**config.mk**
```make
export PLATFORM = sky130hd
export DESIGN_NAME = audio_buffer_writer
export DESIGN_NICKNAME = d
export VERILOG_FILES = /design/src/rtl/audio_buffer_writer.sv
export SDC_FILE = /design/constraint.sdc
export NUM_CORES = 1
export LEC_CHECK = 0
export CAP_MARGIN = 15
export CORE_MARGIN = 1.5
export CORE_UTILIZATION = 30
export DETAILED_ROUTE_END_ITERATION = 8
export HOLD_SLACK_MARGIN = 0.08
export SYNTH_ARGS = -nofsm -noshare
export SYNTH_HDL_FRONTEND = slang
export SYNTH_SLANG_ARGS = --single-unit
```
**constraint.sdc**
```tcl
create_clock -name clk -period 2.5 [get_ports clk]
set_input_delay 0.625 -clock clk [delete_from_list [all_inputs] [get_ports clk]]
set_output_delay 0.625 -clock clk [all_outputs]
set_load 0.01 [all_outputs]
```
**src/rtl/audio_buffer_writer.sv**
```systemverilog
// Ping-pong audio buffer writer: on a codec request, acknowledges with a four-phase
// handshake, then streams 2^BUFFER_ADDR_BITS samples into the inactive RAM half.
module audio_buffer_writer #(
  parameter int BUFFER_ADDR_BITS = 9,
  parameter int DATA_BITS        = 8
) (
  input  logic                        clk,
  input  logic                        rst,
  input  logic [DATA_BITS-1:0]        src_data_i,
  input  logic                        src_valid_i,
  output logic                        src_ready_o,
  input  logic                        buffer_sel_i,
  input  logic                        buffer_empty_i,
  output logic                        buffer_empty_ack_o,
  output logic                        buffer_filled_o,
  output logic                        ram_wren_o,
  output logic [BUFFER_ADDR_BITS:0]   ram_wr_addr_o,
  output logic [DATA_BITS-1:0]        ram_wr_data_o,
  output logic                        underrun_o
);

  typedef enum logic [1:0] {
    IDLE = 2'd0,
    ACK  = 2'd1,
    FILL = 2'd2
  } state_t;

  state_t                      state_q, state_d;
  logic                        half_q, half_d;
  logic [BUFFER_ADDR_BITS-1:0] addr_q, addr_d;
  logic                        filled_q, filled_d;
  logic                        underrun_q, underrun_d;
  logic                        wren_q, wren_d;
  logic [BUFFER_ADDR_BITS:0]   wr_addr_q, wr_addr_d;
  logic [DATA_BITS-1:0]        wr_data_q, wr_data_d;

  always_ff @(posedge clk or posedge rst) begin
    if (rst) begin
      state_q    <= IDLE;
      half_q     <= 1'b0;
      addr_q     <= '0;
      filled_q   <= 1'b0;
      underrun_q <= 1'b0;
      wren_q     <= 1'b0;
      wr_addr_q  <= '0;
      wr_data_q  <= '0;
    end else begin
      state_q    <= state_d;
      half_q     <= half_d;
      addr_q     <= addr_d;
      filled_q   <= filled_d;
      underrun_q <= underrun_d;
      wren_q     <= wren_d;
      wr_addr_q  <= wr_addr_d;
      wr_data_q  <= wr_data_d;
    end
  end

  always_comb begin
    state_d    = state_q;
    half_d     = half_q;
    addr_d     = addr_q;
    filled_d   = filled_q;
    underrun_d = underrun_q;
    wren_d     = 1'b0;
    wr_addr_d  = wr_addr_q;
    wr_data_d  = wr_data_q;
    case (state_q)
      IDLE: begin
        if (buffer_empty_i) begin
          state_d  = ACK;
          half_d   = ~buffer_sel_i;
          filled_d = 1'b0;
        end
      end
      ACK: begin
        if (!buffer_empty_i) begin
          state_d = FILL;
          addr_d  = '0;
        end
      end
      FILL: begin
        // A request arriving mid-fill is flagged but left pending until IDLE.
        if (buffer_empty_i) underrun_d = 1'b1;
        if (src_valid_i) begin
          wren_d    = 1'b1;
          wr_addr_d = {half_q, addr_q};
          wr_data_d = src_data_i;
          if (&addr_q) begin
            state_d  = IDLE;
            filled_d = 1'b1;
          end else begin
            addr_d = addr_q + 1'b1;
          end
        end
      end
      default: state_d = IDLE;
    endcase
  end

  assign src_ready_o        = (state_q == FILL);
  assign buffer_empty_ack_o = (state_q == ACK);
  assign buffer_filled_o    = filled_q;
  assign ram_wren_o         = wren_q;
  assign ram_wr_addr_o      = wr_addr_q;
  assign ram_wr_data_o      = wr_data_q;
  assign underrun_o         = underrun_q;

endmodule

```
Word level (Yosys, flattened, before mapping)
Index checks and enable logic that the tools add are counted.

Shift operators: 0. Reductions and logical operators: 10. Bitwise operators: 1. Equality and inequality tests: 7. Add/subtract/negate cells: 1. Divide/modulo/power cells: 0. Order comparisons: 0. Multiply operators: 0. Mux-type cells: 15.

Operator list (count): 2-to-1 mux 9 bit (3); case mux 9 bit (2 select lines) (1); AND reduction 4 bit (3); adder 9 x 1 -> 9 bit (second input constant) (1); AND reduction 9 bit (1); 2-to-1 mux 2 bit (4); inequality test 2 bit (second input constant) (4); case mux 2 bit (3 select lines) (1); AND reduction 2 bit (3); 2-to-1 mux 1 bit (5); nonzero test 2 bit (2); == test 2 x 1 -> 1 bit (second input constant) (1); == test 2 bit (second input constant) (1); logical NOT 2 bit (1); inequality test 2 x 1 -> 1 bit (second input constant) (1); case mux 1 bit (2 select lines) (1); NOT 1 bit (1).

Memories kept: 0. Bits in latches: 0. Output and inout port bits: 23. Bits of input ports: 13. Register bits: 33. Logic and storage cells: 42. ROM bits: 0. Bits in writable memories: 0.

Depth between registers and ports, before layout
Gate-level depths: netlist (run 1).

Depth after elaboration: 4. Depth in mapped cells: 8. Gate-level depth less buffers: 7.

Worst setup path after synthesis (run 1)
OpenSTA, ideal clock, no wires.

Path kind: register to register. From: reg addr_q[0]. To: reg addr_q[3]. Setup slack: 502 ps. Setup time: 66 ps. Arrival: 1932 ps. Cell stages (with the launch flop): 9. Required time: 2434 ps. Path through: dfrtp_1 > ha_1 > nand3_1 > nor2_1 > ha_1 > nand4bb_1 > clkbuf_1 > or4_1 > nand2_1.

Longest elaborated chain between the ends: 4. Elaborated cells between the ends (all ways): 7. Those cells by class: add/sub (1); eq/ne (1); mux (3); reduce/logical (2).

RTL lines: start: declaration (RTL line 30) `logic [BUFFER_ADDR_BITS-1:0] addr_q, addr_d;`; start signal: assignment (RTL line 50) `addr_q <= addr_d;`; adder 9 x 1 -> 9 bit (RTL line 93) `addr_d = addr_q + 1'b1;`; 2-to-1 mux 9 bit (RTL line 89) `if (&addr_q) begin`; 2-to-1 mux 9 bit (RTL line 85) `if (src_valid_i) begin`; case mux 9 bit (2 select lines) (RTL line 68) `case (state_q)`.

Parallel ways exist; a longest one is shown, timed or not. The select of a mux whose other input is x is not followed. A chain may end at the register's enable or synchronous reset.

Worst setup path in the final report (run 1)
From: reg state_q[0]. To: out src_ready_o.

Longest elaborated chain between the ends: 1.

RTL lines: start: declaration (RTL line 28) `state_t state_q, state_d;`; start signal: assignment (RTL line 48) `state_q <= state_d;`; == test 2 bit (RTL line 101) `assign src_ready_o = (state_q == FILL);`; end: declaration (RTL line 11) `output logic src_ready_o,`.

Every way passes these cells.

==> flow_summary_export.csv, run 1 <==
group,metric,value,unit
status,outcome,"completed",
yosys,synth_top_family_by_area,"multiplexers",
floorplan,die_y,72.6,µm
critical_path,cp_cell_sequence,"nor2b_1, clkdlybuf4s50_1",
routing,wl_per_cell,13.6,µm
sta,setup-violations-final,0,
clock_network,cts_buffers,5,
routing,final_antenna_net_count,0,
routing,post-route-drc-count,0,
floorplan,core_area,0.00469,mm²
sta,worst_pin_slew,0.491,ns
placement,dp_hpwl,2.06,mm
yosys,synth_compound_area_share,7.57,%
clock_network,cts_tree,"done",
layout,final_cell_count_no_fill,216,
clock_network,cts.htree.levels,2,
grt,top_usage_layer,"met2",
clock_network,cts.hold.buffers_added,0,
critical_path,cp_top_family,"buffers and inverters",
sta,hold_violations,0,
yosys,synth-edff-count,0,
placement,io_buffer_count,35,
power,leakage,0.893,nW
critical_path,start_kind,"flip-flop",
floorplan,num_rows,25,
critical_path,critPathBufInv,1,
floorplan,die_w,72.6,µm
yosys,synth_cell_types,29,
critical_path,slowest_stage,"clkdlybuf4s50_1",
yosys,yosys.area_share.simple,15.1,%
hold_path,hp-class,"reg2reg",
yosys,async_flop_share,100,%
sta,layout_setup_ws,0.272,ns
critical_path,critPathCaptureType,"output port",
grt,grtUsageTotal,12.3,%
clock_network,cts-root-buf,"clkbuf_8",
yosys,yosysSeqAreaShare,56.8,%
yosys,synth-xor-area-share,0,%
layout,layout_common_cells,"35 x clkdlybuf4s50_1, 33 x dfrtp_1, 18 x mux2_2",
power,vdd_drop_max,255,µV
yosys,muxShareOfSynthArea,16.0,%
sta,period_minus_slack,2.23,ns
grt,grt_pass1_wl,4.95,mm
grt,gr-usage-met3,3.45,%
critical_path,crit_required,1.88,ns
layout,final_layout_size_suffix_gt1_share,19.8,%
sta,fin_crit_sh,89.1,%
routing,via_per_inst,4.98,
job,drv_cap,0,
sta,timing.fmax,449,MHz
yosys,synthesis.area,0.00145,mm²
power,total_power,0.00185,W
routing,num_vias,1075,
routing,drt_iter0_drc,50,
critical_path,worstSetupPathType,"reg2out",
yosys,synth_cells,119,
grt,grt_max_degree,34,
clock_network,clock_sinks,33,
sta,rsz0062_at_grt,"false",
yosys,synth_warnings,0,
grt,grtUsageMet1,14.1,%
layout,final_nets,176,
yosys,synth_nets,134,
clock_network,cts_setup_buffers,0,
clock_network,clkTransAtPathRegs,0.06,ns
placement,dp_slack,0.165,ns
floorplan,start_util,31.0,%
clock_network,cts_buffer_depth,2,
layout,insertedDiodeCount,0,
yosys,ys.flop_type,"dfrtp_1",
yosys,synth-seq-cells,33,
grt,antenna_found_initial,0,
yosys,synthAdderAreaFrac,1.72,%
layout,final_common_cell,"clkdlybuf4s50_1",
critical_path,critPathArrivalTime,1.60,ns
grt,use_met2,20.4,%
sta,setup-tns-final,0,ns
sta,final_max_slew_viol_count,0,
sta,fin_skew,0.00463,ns
grt,first_global_vias,1082,
placement,place_inst,208,
floorplan,die_area,0.00527,mm²
layout,area_delta_synth_final,37.9,%
yosys,postSynthAreaPerCell,12.2,µm²
sta,slew_headroom,67.1,%
routing,drt_first_pass_iters,4,
critical_path,crit_path_max_incr_delay,0.60,ns
power,p_per_area,921,mW/mm²
placement,gp_congestion,0.797,
clock_network,postCtsResizedCells,0,
clock_network,clock_latency,0.28,ns
floorplan,ioPinCount,36,
critical_path,rrSetupSlack,0.38,ns
routing,wl,2.93,mm
grt,overflow,0,
critical_path,critPathMaxFanout,8,
==> worst paths after layout <==
kind / startpoint / end / cells after the start
setup / recovery: state_q[0] / src_ready_o / 2
hold / removal: underrun_o / underrun_o / 1
setup reg to reg: addr_q[0] / addr_q[3] / 8
hold reg to reg: underrun_o / underrun_o / 1
max in group asynchronous: rst / buffer_filled_o / 3
min in group asynchronous: rst / ram_wr_data_o[6] / 3
==> flip-flops by register name (all words and copies together) (netlist names) <==
register	count
buffer_filled_o	1
underrun_o	1
addr_q	9
ram_wr_addr_o	10
ram_wr_data_o	8
state_q	2
ram_wren_o	1
half_q	1
==> stage by stage <==
step / utilization, % / cell area (µm²) / hold WS (ns)
finish: 42.7 / 2000 / 0.474
global route: 42.7 / 2000 / 0.515
CTS: 42.7 / 2000 / 0.483
detailed placement: 40.2 / 1890 / 0.455
global placement: 40.2 / 1890 / 0.462
floorplan: - / 1450 / 0.470
==> power by group <==
part,leakage (nW),switching [W],internal (W),total (W)
sequential,0.430,0.0000768,0.000657,0.000733
combinational,0.404,0.000254,0.000340,0.000595
clock,0.0585,0.000192,0.000325,0.000517
==> synthesized netlist by cell type (all sizes together) (3+ instances only) <==
library cell / count / area, µm²
nand2b: 4 / 25.0
mux2: 18 / 203
nor2: 4 / 15.0
mux2i: 3 / 30.0
o211ai: 3 / 22.5
nand3: 6 / 30.0
inv: 5 / 18.8
nand4: 5 / 31.3
nand2: 12 / 47.6
dfrtp: 33 / 826
clkbuf: 3 / 11.3
==> per-layer routing <==
layer,routed length [µm],share of wire (%)
met5,0,0
met2,1510,52
met4,0,0
met1,1250,42
met3,173,5.9
==> kinds of logic after synthesis <==
| family | count (synthesis) |
|---|---|
| AO/OA/AOI/OAI | 13 |
| buffers and inverters | 10 |
| flip-flops | 33 |
| AND/OR/NAND/NOR | 40 |
| multiplexers | 21 |
| adder cells (fa/ha/maj) | 2 |
==> final cells by class <==
class                      instances  area [µm²]
inverter                           5        18.8
fill                             450        2690
clock inverter                     1        30.0
tap                               54        67.6
sequential                        33         826
timing repair buffer              40         388
clock buffer                       7        86.3
multi-input combinational         76         588
(Power assumes the default switching activity.)
==> run 2: changes to the inputs <==
--- a/config.mk
+++ b/config.mk
@@ -5,8 +5,8 @@
 export SDC_FILE = /design/constraint.sdc
 export NUM_CORES = 1
 export LEC_CHECK = 0
+export ABC_AREA = 1
 export CAP_MARGIN = 15
-export CORE_MARGIN = 1.5
 export CORE_UTILIZATION = 30
 export DETAILED_ROUTE_END_ITERATION = 8
 export HOLD_SLACK_MARGIN = 0.08
==> flow_summary_export.csv, run 2 <==
group,metric,value,unit
floorplan,num_rows,25,
critical_path,crit-reg2reg-launch,"addr_q[1]",
placement,placed_area,0.00191,mm²
critical_path,critPathCaptureType,"output port",
yosys,synth_cells,175,
clock_network,clock_latency,0.28,ns
yosys,synth-seq-cells,33,
layout,post-route-util,42.0,%
layout,fill_cells,498,
clock_network,postCtsResizedCells,0,
power,p_per_area,966,mW/mm²
floorplan,die_area,0.00523,mm²
sta,hold_violations,0,
sta,timing.fmax,451,MHz
yosys,synthTopCellsByCount,"74 x nand2_1, 33 x dfrtp_1, 12 x inv_1, 12 x nand3_1, 9 x o21ai_1",
routing,post-route-drc-count,0,
critical_path,cp_top_family,"buffers and inverters",
yosys,async_flop_share,100,%
sta,fin_skew,0.00389,ns
critical_path,rrSetupSlack,0.71,ns
clock_network,cts_buffer_depth,2,
floorplan,start_util,31.2,%
grt,antenna_found_initial,0,
yosys,synth-edff-count,0,
sta,period_minus_slack,2.22,ns
yosys,synth-xor-area-share,0.591,%
clock_network,cts_setup_buffers,0,
critical_path,critPathMaxFanout,10,
critical_path,crit_path_max_incr_delay,0.59,ns
yosys,synth_warnings,0,
sta,worst_pin_slew,0.413,ns
critical_path,r2r-end,"buffer_filled_o",
routing,num_vias,1196,
layout,design_area,0.00200,mm²
yosys,synth_compound_area_share,7.00,%
hold_path,hp-class,"reg2reg",
power,vdd_drop_max,281,µV
layout,largest_reg_flops,10,
critical_path,cp_cell_sequence,"nor2_4, clkdlybuf4s50_1",
power,leakage,0.944,nW
yosys,yosys.area_share.simple,29.9,%
critical_path,critPathBufInv,1,
yosys,muxShareOfSynthArea,0,%
grt,grt_max_degree,34,
layout,final_common_cell,"nand2_1",
sta,setup-violations-final,0,
yosys,synth_top_cell_area_share,55.7,%
routing,wl_per_cell,10.1,µm
sta,final_max_slew_viol_count,0,
critical_path,crit_required,1.88,ns
placement,io_buffer_count,35,
layout,insertedDiodeCount,0,
clock_network,cts.htree.levels,2,
clock_network,cts-root-buf,"clkbuf_8",
yosys,synth_cell_types,19,
sta,rsz0062_at_grt,"false",
hold_path,hold_start,"ram_wr_data_o[7]",
floorplan,die_w,72.3,µm
yosys,synthesis.area,0.00148,mm²
sta,setup-tns-final,0,ns
status,outcome,"completed",
yosys,synth.area.top_cells,"dfrtp_1 56%, nand2_1 19%, nand3_1 4.1%",
critical_path,slowest_stage,"clkdlybuf4s50_1",
yosys,yosysSeqAreaShare,55.7,%
clock_network,cts_tree,"done",
critical_path,critPathArrivalTime,1.59,ns
clock_network,cts_buffers,5,
routing,wl,2.87,mm
yosys,synth.most_common_cell,"nand2_1",
layout,final_nets,231,
yosys,postSynthAreaPerCell,8.47,µm²
critical_path,worstSetupPathType,"reg2out",
floorplan,ioPinCount,36,
hold_path,holdPathEnd,"ram_wr_data_o[7]",
clock_network,cts.hold.buffers_added,0,
yosys,ys.flop_type,"dfrtp_1",
routing,via_per_inst,4.23,
floorplan,die_y,72.3,µm
grt,grt_pass1_wl,5.02,mm
grt,overflow,0,
placement,gp_congestion,0.846,
yosys,synth_nets,190,
clock_network,clkTransAtPathRegs,0.06,ns
job,drv_cap,0,
critical_path,reg2reg_depth,11,
critical_path,start_kind,"flip-flop",
yosys,synth_top_family_by_area,"simple AND/OR/NAND/NOR gates",
grt,grtUsageTotal,12.5,%
yosys,synthAdderAreaFrac,1.69,%
placement,dp_hpwl,2.06,mm
clock_network,clock_sinks,33,
yosys,synth_top_area_cell,"dfrtp_1",
sta,fin_crit_sh,88.6,%
hold_path,hold_depth,2,
layout,layout_common_cells,"74 x nand2_1, 35 x clkdlybuf4s50_1, 33 x dfrtp_1",
layout,final_layout_size_suffix_gt1_share,8.33,%
sta,slew_headroom,72.5,%
routing,drt_iter0_drc,40,
routing,drt_first_pass_iters,4,
floorplan,core_area,0.00475,mm²
routing,final_antenna_net_count,0,
layout,area_delta_synth_final,34.8,%
grt,first_global_vias,1119,
run 2: routing by layer:
layer	track usage, %	vias to the layer above	part of all wire [%]
met2	20.1	28	44
li1	-	630	-
met1	15.3	532	48
met3	4.17	6	5.4
met5	0	-	0
met4	5.23	0	1.8
run 2: worst max path at each step:
| stage | cells past startpoint | startpoint | end | slack, ns |
|---|---|---|---|---|
| 2_1_floorplan | 12 | addr_q[1] | addr_q[5] | 0.93 |
| 3_3_place_gp | 2 | state_q[0] | src_ready_o | 0.57 |
| 3_5_place_dp | 2 | state_q[0] | src_ready_o | 0.58 |
| 4_1_cts | 2 | state_q[0] | src_ready_o | 0.27 |
| 5_1_grt | 2 | state_q[0] | src_ready_o | 0.18 |
| 6_report | 2 | state_q[0] | src_ready_o | 0.28 |
run 2: final cells by class:
class                      count  area (µm²)  share of cell area (%)
sequential                    33         826                    41.3
multi-input combinational    124         581                    29.1
timing repair buffer          37         365                    18.3
clock buffer                   7        86.3                    4.32
tap                           67        83.8                    4.20
inverter                      15        56.3                    2.82
run 2: stage by stage:
stage / worst slack, ns / cells / hold slack [ns] / power, W
after floorplan: 0.933 / 175 / 0.449 / 0.00121
after detailed placement: 0.576 / 276 / 0.458 / 0.00156
after CTS: 0.267 / 283 / 0.475 / 0.00197
after global placement: 0.574 / 276 / 0.453 / 0.00155
final: 0.285 / 283 / 0.468 / 0.00193
after global routing: 0.178 / 283 / 0.486 / 0.00209
run 2: logic make-up after synthesis:
| logic type | after synthesis |
|---|---|
| XOR/XNOR | 1 |
| buffers and inverters | 18 |
| adder cells (fa/ha/maj) | 2 |
| AND/OR/NAND/NOR | 102 |
| AO/OA/AOI/OAI | 19 |
| flip-flops | 33 |
run 2: worst min-delay path, stage by stage, from the launching register on:
cell,delay (ns)
dfrtp_1,0.33
nand2_1,0.05
nand2_1,0.05
run 2: power by group:
group          switching [W]  total [W]  internal (W)  leakage (nW)
clock               0.000174   0.000392      0.000218        0.0443
combinational       0.000411   0.000763      0.000352         0.466
sequential         0.0000941   0.000775      0.000681         0.434
==> run 3: changes to the inputs <==
==> constraint.sdc (replaced) <==
create_clock -name clk -period 2.6 [get_ports clk]
set_input_delay 0.65 -clock clk [delete_from_list [all_inputs] [get_ports clk]]
set_output_delay 0.65 -clock clk [all_outputs]
set_load 0.01 [all_outputs]
==> results of run 3 <==
Same layout as run 2 (identical final DEF). Status: completed.
Main changes from that run: setup slack after placement 0.576 ns -> 0.651 ns; setup slack after layout 0.285 ns -> 0.360 ns; register-to-register setup slack 0.71 ns -> 0.81 ns; total power 0.00193 W -> 0.00186 W; worst IR drop on VDD 281 µV -> 271 µV
